$ cat src/rtl/rule_unpacker_pkg.sv
// Shared types and constants for the rule stream path.
// Holds the rule/flit geometry, the null rule ID, the packet metadata
// record and the unpacker state encoding.
package rule_unpacker_pkg;

   localparam int RULE_W = 16;
   localparam int SLOTS  = 32;
   localparam int FLIT_W = RULE_W * SLOTS;
   localparam int IDX_W  = $clog2(SLOTS);

   // Rule ID 0 marks an empty slot, and on the output it marks a null entry
   localparam logic [RULE_W-1:0] NULL_RULE = '0;

   typedef struct packed {
      logic [15:0] pkt_id;
      logic [15:0] pkt_len;
      logic [7:0]  flags;
   } metadata_t;

   typedef enum logic [1:0] {
      ST_IDLE  = 2'd0,
      ST_DRAIN = 2'd1,
      ST_NULL  = 2'd2
   } unpack_state_t;

   // One bit per slot, set where the slot holds a nonzero rule ID
   function automatic logic [SLOTS-1:0] slot_mask(input logic [FLIT_W-1:0] flit);
      logic [SLOTS-1:0] m;
      m = '0;
      for (int s = 0; s < SLOTS; s++) begin
         m[s] = |flit[s*RULE_W +: RULE_W];
      end
      return m;
   endfunction

   function automatic logic [RULE_W-1:0] get_slot(input logic [FLIT_W-1:0] flit,
                                                  input logic [IDX_W-1:0]  idx);
      return flit[int'(idx)*RULE_W +: RULE_W];
   endfunction

endpackage

$ cat src/rtl/rule_unpacker_slot_penc.sv
// Lowest-set-bit priority encoder over the per-slot nonzero bitmap.
// Also reports whether any bit is set and whether exactly one is set,
// which is what decides the last entry of a flit.
module rule_slot_penc
   import rule_unpacker_pkg::*;
(
   input  logic [SLOTS-1:0] mask,
   output logic [IDX_W-1:0] idx,
   output logic             any,
   output logic             one
);

   // Scan from the top so the lowest set bit wins
   always_comb begin
      idx = '0;
      for (int i = SLOTS - 1; i >= 0; i--) begin
         if (mask[i]) begin
            idx = IDX_W'(i);
         end
      end
   end

   assign any = |mask;
   assign one = any & ~(|(mask & (mask - SLOTS'(1))));

endmodule

$ cat src/rtl/rule_unpacker.sv
// Serialises the packed rule IDs of each 512-bit rule flit into one rule
// per cycle. Zero slots are dropped; each packet closes with exactly one
// entry flagged out_rule_last (a null entry if the closing flit is empty).
// Optional build macro: RULE_UNPACK_STATS_EN enables the handshake counters
// stats_rules / stats_null_pkts; without it both read 0.
//
// state    | meaning
// ---------+--------------------------------------------------------------
// ST_IDLE  | no flit held, input always ready
// ST_DRAIN | flit held in flit_q, mask_q = remaining nonzero slots
// ST_NULL  | closing flit was empty, null entry (data 0, last) pending
module rule_unpacker
   import rule_unpacker_pkg::*;
(
   input  logic              clk,
   input  logic              rst,
   input  logic              in_usr_valid,
   input  logic              in_usr_sop,
   input  logic              in_usr_eop,
   input  logic [FLIT_W-1:0] in_usr_data,
   input  logic [5:0]        in_usr_empty,
   output logic              in_usr_ready,
   output logic              out_rule_valid,
   output logic [RULE_W-1:0] out_rule_data,
   output logic              out_rule_sop,
   output logic              out_rule_last,
   input  logic              out_rule_ready,
   output logic [31:0]       stats_rules,
   output logic [31:0]       stats_null_pkts
);

   unpack_state_t     state;
   logic [FLIT_W-1:0] flit_q;
   logic [SLOTS-1:0]  mask_q;
   logic              eop_q;
   logic              sop_pend;
   logic [IDX_W-1:0]  cur_idx_q;
   logic              one_q;

   logic [FLIT_W-1:0] flit_nxt;
   logic [SLOTS-1:0]  mask_nxt;
   logic              eop_nxt;
   logic              sop_nxt;
   logic [IDX_W-1:0]  idx_nxt;
   logic              any_nxt;
   logic              one_nxt;

   logic              flit_take;
   logic              rule_take;
   logic              unused_empty;

   // The empty field has no meaning for a rule list
   assign unused_empty = ^in_usr_empty;

   // Taking the last entry of a flit frees the holding register in the same
   // cycle, so a new flit can be accepted without a bubble
   assign in_usr_ready = (state == ST_IDLE)
                       | ((state == ST_DRAIN) & one_q & out_rule_ready)
                       | ((state == ST_NULL) & out_rule_ready);

   assign flit_take = in_usr_valid & in_usr_ready;
   assign rule_take = out_rule_valid & out_rule_ready;

   // Next holding-register contents: retire the emitted slot, then overlay
   // a newly accepted flit
   always_comb begin
      flit_nxt = flit_q;
      mask_nxt = mask_q;
      eop_nxt  = eop_q;
      sop_nxt  = sop_pend;
      if (rule_take) begin
         if (state == ST_DRAIN) begin
            mask_nxt = mask_q & ~(SLOTS'(1) << cur_idx_q);
         end
         sop_nxt = 1'b0;
      end
      if (flit_take) begin
         flit_nxt = in_usr_data;
         mask_nxt = slot_mask(in_usr_data);
         eop_nxt  = in_usr_eop;
         sop_nxt  = sop_nxt | in_usr_sop;
      end
   end

   rule_slot_penc u_penc (
      .mask (mask_nxt),
      .idx  (idx_nxt),
      .any  (any_nxt),
      .one  (one_nxt)
   );

   // Unpacker FSM; the output entry is registered from the next mask so it
   // appears one cycle after acceptance and holds while stalled
   always_ff @(posedge clk or posedge rst) begin
      if (rst) begin
         state          <= ST_IDLE;
         flit_q         <= '0;
         mask_q         <= '0;
         eop_q          <= 1'b0;
         sop_pend       <= 1'b0;
         cur_idx_q      <= '0;
         one_q          <= 1'b0;
         out_rule_valid <= 1'b0;
         out_rule_data  <= NULL_RULE;
         out_rule_sop   <= 1'b0;
         out_rule_last  <= 1'b0;
      end else begin
         flit_q   <= flit_nxt;
         mask_q   <= mask_nxt;
         eop_q    <= eop_nxt;
         sop_pend <= sop_nxt;
         if (flit_take || rule_take) begin
            if (any_nxt) begin
               state          <= ST_DRAIN;
               cur_idx_q      <= idx_nxt;
               one_q          <= one_nxt;
               out_rule_valid <= 1'b1;
               out_rule_data  <= get_slot(flit_nxt, idx_nxt);
               out_rule_sop   <= sop_nxt;
               out_rule_last  <= eop_nxt & one_nxt;
            end else if (flit_take && eop_nxt) begin
               state          <= ST_NULL;
               one_q          <= 1'b0;
               out_rule_valid <= 1'b1;
               out_rule_data  <= NULL_RULE;
               out_rule_sop   <= sop_nxt;
               out_rule_last  <= 1'b1;
            end else begin
               // Retired the last slot, or dropped an empty mid-packet flit
               state          <= ST_IDLE;
               one_q          <= 1'b0;
               out_rule_valid <= 1'b0;
               out_rule_data  <= NULL_RULE;
               out_rule_sop   <= 1'b0;
               out_rule_last  <= 1'b0;
            end
         end
      end
   end

`ifdef RULE_UNPACK_STATS_EN
   // Count emitted rules and null-closed packets on the output handshake
   always_ff @(posedge clk or posedge rst) begin
      if (rst) begin
         stats_rules     <= '0;
         stats_null_pkts <= '0;
      end else if (rule_take) begin
         if (out_rule_data != NULL_RULE) begin
            stats_rules <= stats_rules + 32'd1;
         end else begin
            stats_null_pkts <= stats_null_pkts + 32'd1;
         end
      end
   end
`else
   assign stats_rules     = 32'd0;
   assign stats_null_pkts = 32'd0;
`endif

endmodule

$ cat config.mk
export PLATFORM = sky130hd
export DESIGN_NAME = rule_unpacker
export DESIGN_NICKNAME = d
export VERILOG_FILES = /design/src/rtl/rule_unpacker_pkg.sv /design/src/rtl/rule_unpacker_slot_penc.sv /design/src/rtl/rule_unpacker.sv
export SDC_FILE = /design/constraint.sdc
export NUM_CORES = 2
export LEC_CHECK = 0
export ABC_AREA = 0
export BUFFER_PORTS_ARGS = -buffer_cell sky130_fd_sc_hd__buf_2
export CAP_MARGIN = 20
export CORE_MARGIN = 2
export CORE_UTILIZATION = 35
export DETAILED_ROUTE_END_ITERATION = 12
export SYNTH_ARGS = -nofsm -noshare
export SYNTH_HDL_FRONTEND = slang
export SYNTH_SLANG_ARGS = --single-unit
$ cat constraint.sdc
create_clock -name clk -period 24.1 [get_ports clk]
set_input_delay 4.82 -clock clk [delete_from_list [all_inputs] [get_ports clk]]
set_output_delay 4.82 -clock clk [all_outputs]
set_load 0.01 [all_outputs]
=== After elaboration in Yosys (flattened, before gate mapping) ===
Index checks and enable logic that the tools add are counted.

* Input port bits: 524
* Register bits: 573
* Word-level logic and storage cells: 116

* Add/sub/neg operators: 1
* Reduce and logical (&&, ||, !) cells: 38
* Bitwise logic cells: 14
* Mux-type cells: 48
* Eq/ne operators: 2
* Shift-type cells: 2

{| class="wikitable"
|+ Operators with widths
! operator !! count
|-
| $mux 512 || 1
|-
| $reduce_or 16->1 || 32
|-
| $shiftx 512x10->16 || 1
|-
| $mux 5 || 32
|-
| $mux 32 || 3
|-
| $and 32x32->32 || 2
|-
| $reduce_or 32->1 || 2
|-
| $not 32->32 || 1
|-
| $shl 1x5->32 const A || 1
|-
| $sub 32x1->32 const B || 1
|-
| $mux 16 || 1
|-
| $mux 1 || 9
|-
| $and 1x1->1 || 7
|-
| $mux 2 || 2
|-
| $or 1x1->1 || 3
|-
| $eq 2x1->1 const B || 1
|-
| $eq 2x2->1 const B || 1
|-
| $logic_not 2->1 || 1
|-
| $reduce_and 2->1 || 1
|-
| $logic_and 1x1->1 || 1
|-
| $logic_or 1x1->1 || 1
|-
| $not 1->1 || 1
|}

=== Depth between registers and ports, before layout ===
* Depth in word-level cells: 41
* Gate-level depth with buffers: 19
* Depth with buffers taken out: 13

=== Modules after synthesis ===
A second synthesis with hierarchy kept.

* Cell total of the unflattened synthesis: 2155
* Area total of the unflattened synthesis: 26824.5 um^2

{| class="wikitable"
|+ By module, submodules not included
! module !! cells each !! area an instance (um^2) !! seq. area each (um^2) !! times used
|-
| rule_unpacker || 2041 || 26110.0 || 14338.8 || 1
|-
| rule_slot_penc || 114 || 714.4 || 0.0 || 1
|}

=== Worst setup path before layout ===
OpenSTA, ideal clock, no wires.

* Path type: input to output
* From: input port out_rule_ready
* To: output port in_usr_ready
* Slack: 13.665 ns
* Data required time: 19.280 ns
* Cell stages on the path: 4
* Arrival: 5.615 ns
* Buffers on the path: 2
* Path through: buf_4 > nor2b_2 > clkbuf_1 > o22ai_1

* Cells in the longest elaborated chain, start to end: 3
* Elaborated cells between the ends (all ways): 4
* Those cells by class: 4 x bitwise

{| class="wikitable"
|+ Ends and longest elaborated chain
! what !! RTL line !! text
|-
| start: declaration || rule_unpacker.sv:27 || <nowiki>input logic out_rule_ready,</nowiki>
|-
| $and 1x1->1 || rule_unpacker.sv:58 || <nowiki>| ((state == ST_DRAIN) & one_q & out_rule_ready)</nowiki>
|-
| $or 1x1->1 || rule_unpacker.sv:58 ||
|-
| $or 1x1->1 * || rule_unpacker.sv:59 || <nowiki>| ((state == ST_NULL) & out_rule_ready);</nowiki>
|-
| end: declaration || rule_unpacker.sv:22 || <nowiki>output logic in_usr_ready,</nowiki>
|}

Every way passes the cells marked *; elsewhere a longest branch is shown, timed or not.

=== Worst setup path after layout ===
* From: input port out_rule_ready
* To: register out_rule_data[7]

* Cells in the longest elaborated chain, start to end: 39
* Elaborated cells between the ends (all ways): 45
* Those cells by class: 1 x shift; 36 x mux; 6 x bitwise; 2 x reduce/logical

{| class="wikitable"
|+ Ends and longest elaborated chain
! what !! RTL line !! text
|-
| $and 1x1->1 || rule_unpacker.sv:58 ||
|-
| $or 1x1->1 || rule_unpacker.sv:58 ||
|-
| $or 1x1->1 || rule_unpacker.sv:59 ||
|-
| $and 1x1->1 || rule_unpacker.sv:61 || <nowiki>assign flit_take = in_usr_valid & in_usr_ready;</nowiki>
|-
| $mux 32 || rule_unpacker.sv:77 || <nowiki>if (flit_take) begin</nowiki>
|-
| $mux 5 (32 in series) || rule_unpacker_slot_penc.sv:17 || <nowiki>if (mask[i]) begin</nowiki>
|-
| $shiftx 512x10->16 || rule_unpacker_pkg.sv:38 || <nowiki>return flit[int'(idx)*RULE_W +: RULE_W];</nowiki>
|-
| $mux 16 || rule_unpacker.sv:113 || <nowiki>if (any_nxt) begin</nowiki>
|-
| end signal: assignment || rule_unpacker.sv:118 || <nowiki>out_rule_data <= get_slot(flit_nxt, idx_nxt);</nowiki>
|-
| end: declaration || rule_unpacker.sv:24 || <nowiki>output logic [RULE_W-1:0] out_rule_data,</nowiki>
|}

Several ways; a longest one is shown, not always the timed one.
A chain may end at the register's enable or synchronous reset.

==> flow_metrics.env <==
export IMPL_status="completed"
export IMPL_r2r_setup_slack_ns=15.98
export IMPL_tns_ns=0
export IMPL_row_count=106
export IMPL_hold_violations=0
export IMPL_synth_area_leader_cell="dfrtp_1"
export IMPL_multi_input_area_um2=13930
export IMPL_worst_slew_pin_slew_ns=1.066
export IMPL_synth_area_top_cells="dfrtp_1 (49%), nand2_1 (20%), mux2i_1 (5.1%)"
export IMPL_vias_per_cell=5.330
export IMPL_io_pin_count=608
export IMPL_dr_pass1_iters=5
export IMPL_core_area_um2=83420
export IMPL_setup_slack_ns=12.06
export IMPL_grt_use_met3_pct=5.748
export IMPL_cts_hold_buf=0
export IMPL_drv_cap=0
export IMPL_grt_pass1_wl_um=170900
export IMPL_drc=0
export IMPL_syn_area_um2=29370
export IMPL_finalMaxSlewViolations=0
export IMPL_synth_edf_count=0
export IMPL_peakVddDrop_mv=0.1928
export IMPL_start_kind="primary input"
export IMPL_hold_path_depth=2
export IMPL_cellPowerDensity_nw_per_um2=128.0
export IMPL_grt_use_met1_pct=35.10
export IMPL_die_h_um=293.7
export IMPL_period_minus_slack_ns=12.04
export IMPL_ys_ff_latch=573
export IMPL_leakage_nw=17.67
export IMPL_cts_sinks=573
export IMPL_vias=27024
export IMPL_worstPathMaxFanout=90
export IMPL_globalRouteMet2Util_pct=43.33
export IMPL_grt_ovfl_total=0
export IMPL_busiest_layer="met2"
export IMPL_track_usage_pct=26.62
export IMPL_synth_cell_types=78
export IMPL_die_area_um2=86240
export IMPL_critPathArrivalTime_ns=12.58
export IMPL_critPathKind="primary input to flop"
export IMPL_seqCellArea_um2=14340
export IMPL_clockBufferDepth=3
export IMPL_cts_buffers=68
export IMPL_slew_headroom_pct=28.93
export IMPL_required_ns=24.64
export IMPL_async_flop_share_pct=100.0
export IMPL_initial_utilization_pct=35.20
export IMPL_antenna_found_initial=25
export IMPL_synth_seq_area_share_pct=48.83
export IMPL_setup_viol=0
export IMPL_synth_cells=3503
export IMPL_die_w_um=293.7
export IMPL_layout_nets=4455
export IMPL_globalplace_congestion=0.9630
export IMPL_dp_hpwl_um=87260
export IMPL_postCtsResizedCells=0
export IMPL_final_cell_mix="nand2_1 (1,598), dfrtp_1 (573), buf_2 (537), mux2i_1 (150), nor4_1 (133)"
export IMPL_grt_pass1_vias=26214
export IMPL_end_kind="flop"
export IMPL_worst_r2r_path_depth=15
export IMPL_drt_initial_drc_count=2492
export IMPL_cts_tree="done"
export IMPL_instances_no_fill=5070
export IMPL_ys_warnings_count=0
export IMPL_h_tree_depth=3
export IMPL_wire_per_inst_um=23.17
export IMPL_path_clk_slew_ns=0.06
export IMPL_cts_root_buffer="clkbuf_16"
export IMPL_grt_max_degree=175
export IMPL_dp_cells=4940
export IMPL_portBuffers=537
export IMPL_synth_ff_type="dfrtp_1"
export IMPL_final_common_cell="nand2_1"
export IMPL_finalCritPeriodShare_pct=49.96
export IMPL_post_cts_buffers=0
export IMPL_whs_ns=0.4640
export IMPL_finalWirelength_um=117400
export IMPL_fin_skew_ns=0.01958
export IMPL_pre_cts_slack_ns=11.62
export IMPL_synth_avg_cell_area_um2=8.383
export IMPL_drtAntennaViolNets=0
export IMPL_syn_to_final_growth_pct=18.92
export IMPL_clk_latency_ns=0.62
export IMPL_drive_gt1_share_pct=19.26
export IMPL_fmax_ghz=0.08305
export IMPL_holdCritPathClass="flop to flop"
export IMPL_synth_top_area_share_pct=48.83
export IMPL_rsz0062_at_grt="no"
export IMPL_fillerInstances=8440
[metal layers]
metal | part of all wire (%) | up-vias | wire, um
met5 | 0.12 | - | 136
met4 | 3.5 | 24 | 4142
met3 | 7.3 | 184 | 8548
met2 | 47 | 1043 | 55260
met1 | 42 | 13123 | 49360
li1 | - | 12650 | -
[final timing paths]
| check | startpoint | to |
|---|---|---|
| max | out_rule_ready | out_rule_data[7] |
| min | flit_q[446] | flit_q[446] |
| max reg2reg | state[1] | out_rule_data[7] |
| min reg2reg | flit_q[446] | flit_q[446] |
| max in group asynchronous | rst | flit_q[340] |
| min in group asynchronous | rst | flit_q[195] |
[kinds of logic (layout without fill, tap and decap cells)]
family / after synthesis / in the layout / share of synthesized area (%)
AOI/OAI and AO/OA: 392 / 392 / 9.574
adders and majority gates: 1 / 1 / 0.03409
buffers and inverters: 287 / 698 / 4.802
DFF: 573 / 573 / 48.83
muxes: 202 / 202 / 7.222
other: 1 / 77 / 0.01277
and+or+nand+nor: 2047 / 2047 / 29.53
[synth_stat cells (all sizes together) (5+ instances only)]
library cell and number:
a221oi 10, o22ai 15, a21o 7, a31oi 5
or3 11, a32o 7, dfrtp 573, o2111ai 8
a311o 10, inv 8, and2 7, nand3b 5
nor4 135, nand2b 42, mux2 49, a21oi 37
o31ai 7, a32oi 20, or4 5, nor2b 5
o211a 9, nand3 82, clkbuf 107, nand4 30
a211o 7, a22oi 11, mux2i 150, o2bb2ai 5
o21a 11, buf 172, o21ai 91, and3 5
o31a 6, o22a 5, o211ai 93, nand2 1599
nor3 23, or2 11, and4 15, nor2 62
[registers in the layout, indices dropped and copies added, names as in the netlist]
| register | cells |
|---|---|
| one_q | 1 |
| mask_q | 32 |
| sop_pend | 1 |
| state | 2 |
| cur_idx_q | 5 |
| out_rule_sop | 1 |
| flit_q | 512 |
| out_rule_last | 1 |
| out_rule_valid | 1 |
| eop_q | 1 |
| out_rule_data | 16 |
[final cells by class]
class / instances / share of cell area (%)
tap: 1080 / 3.870
sequential: 573 / 41.06
multi-input combinational: 2706 / 39.88
inverter: 8 / 0.1075
clock buffer: 93 / 5.457
antenna: 13 / 0.09316
clock inverter: 23 / 0.9137
timing repair buffer: 574 / 8.621
[metrics by stage]
step / util [%] / instance area (um2) / total power [mW]
2_1_floorplan: - / 29600 / 2.612
6_report: 41.86 / 34920 / 4.470
5_1_grt: 41.85 / 34910 / 4.677
3_3_place_gp: 39.12 / 32640 / 3.413
4_1_cts: 41.79 / 34860 / 4.484
3_5_place_dp: 39.12 / 32640 / 3.424
[worst max-delay path, stage by stage]
cell	delay, ns
buf_2	0.18
nand4b_2	0.44
o21a_4	0.83
buf_4	0.86
buf_4	0.89
o211a_1	0.28
a21oi_1	0.09
o21a_1	0.26
a311o_1	0.36
o211ai_4	0.11
buf_4	0.72
buf_4	0.77
mux2_2	0.47
a22oi_1	0.49
o2111ai_1	0.50
nand2b_1	0.21
[where the power goes]
part	switching, mW	internal [mW]
Sequential	0.0733	1.14
Combinational	1.46	0.745
Clock	0.438	0.613
Total	1.98	2.49
Note: power is estimated with default switching activity, not from simulation.
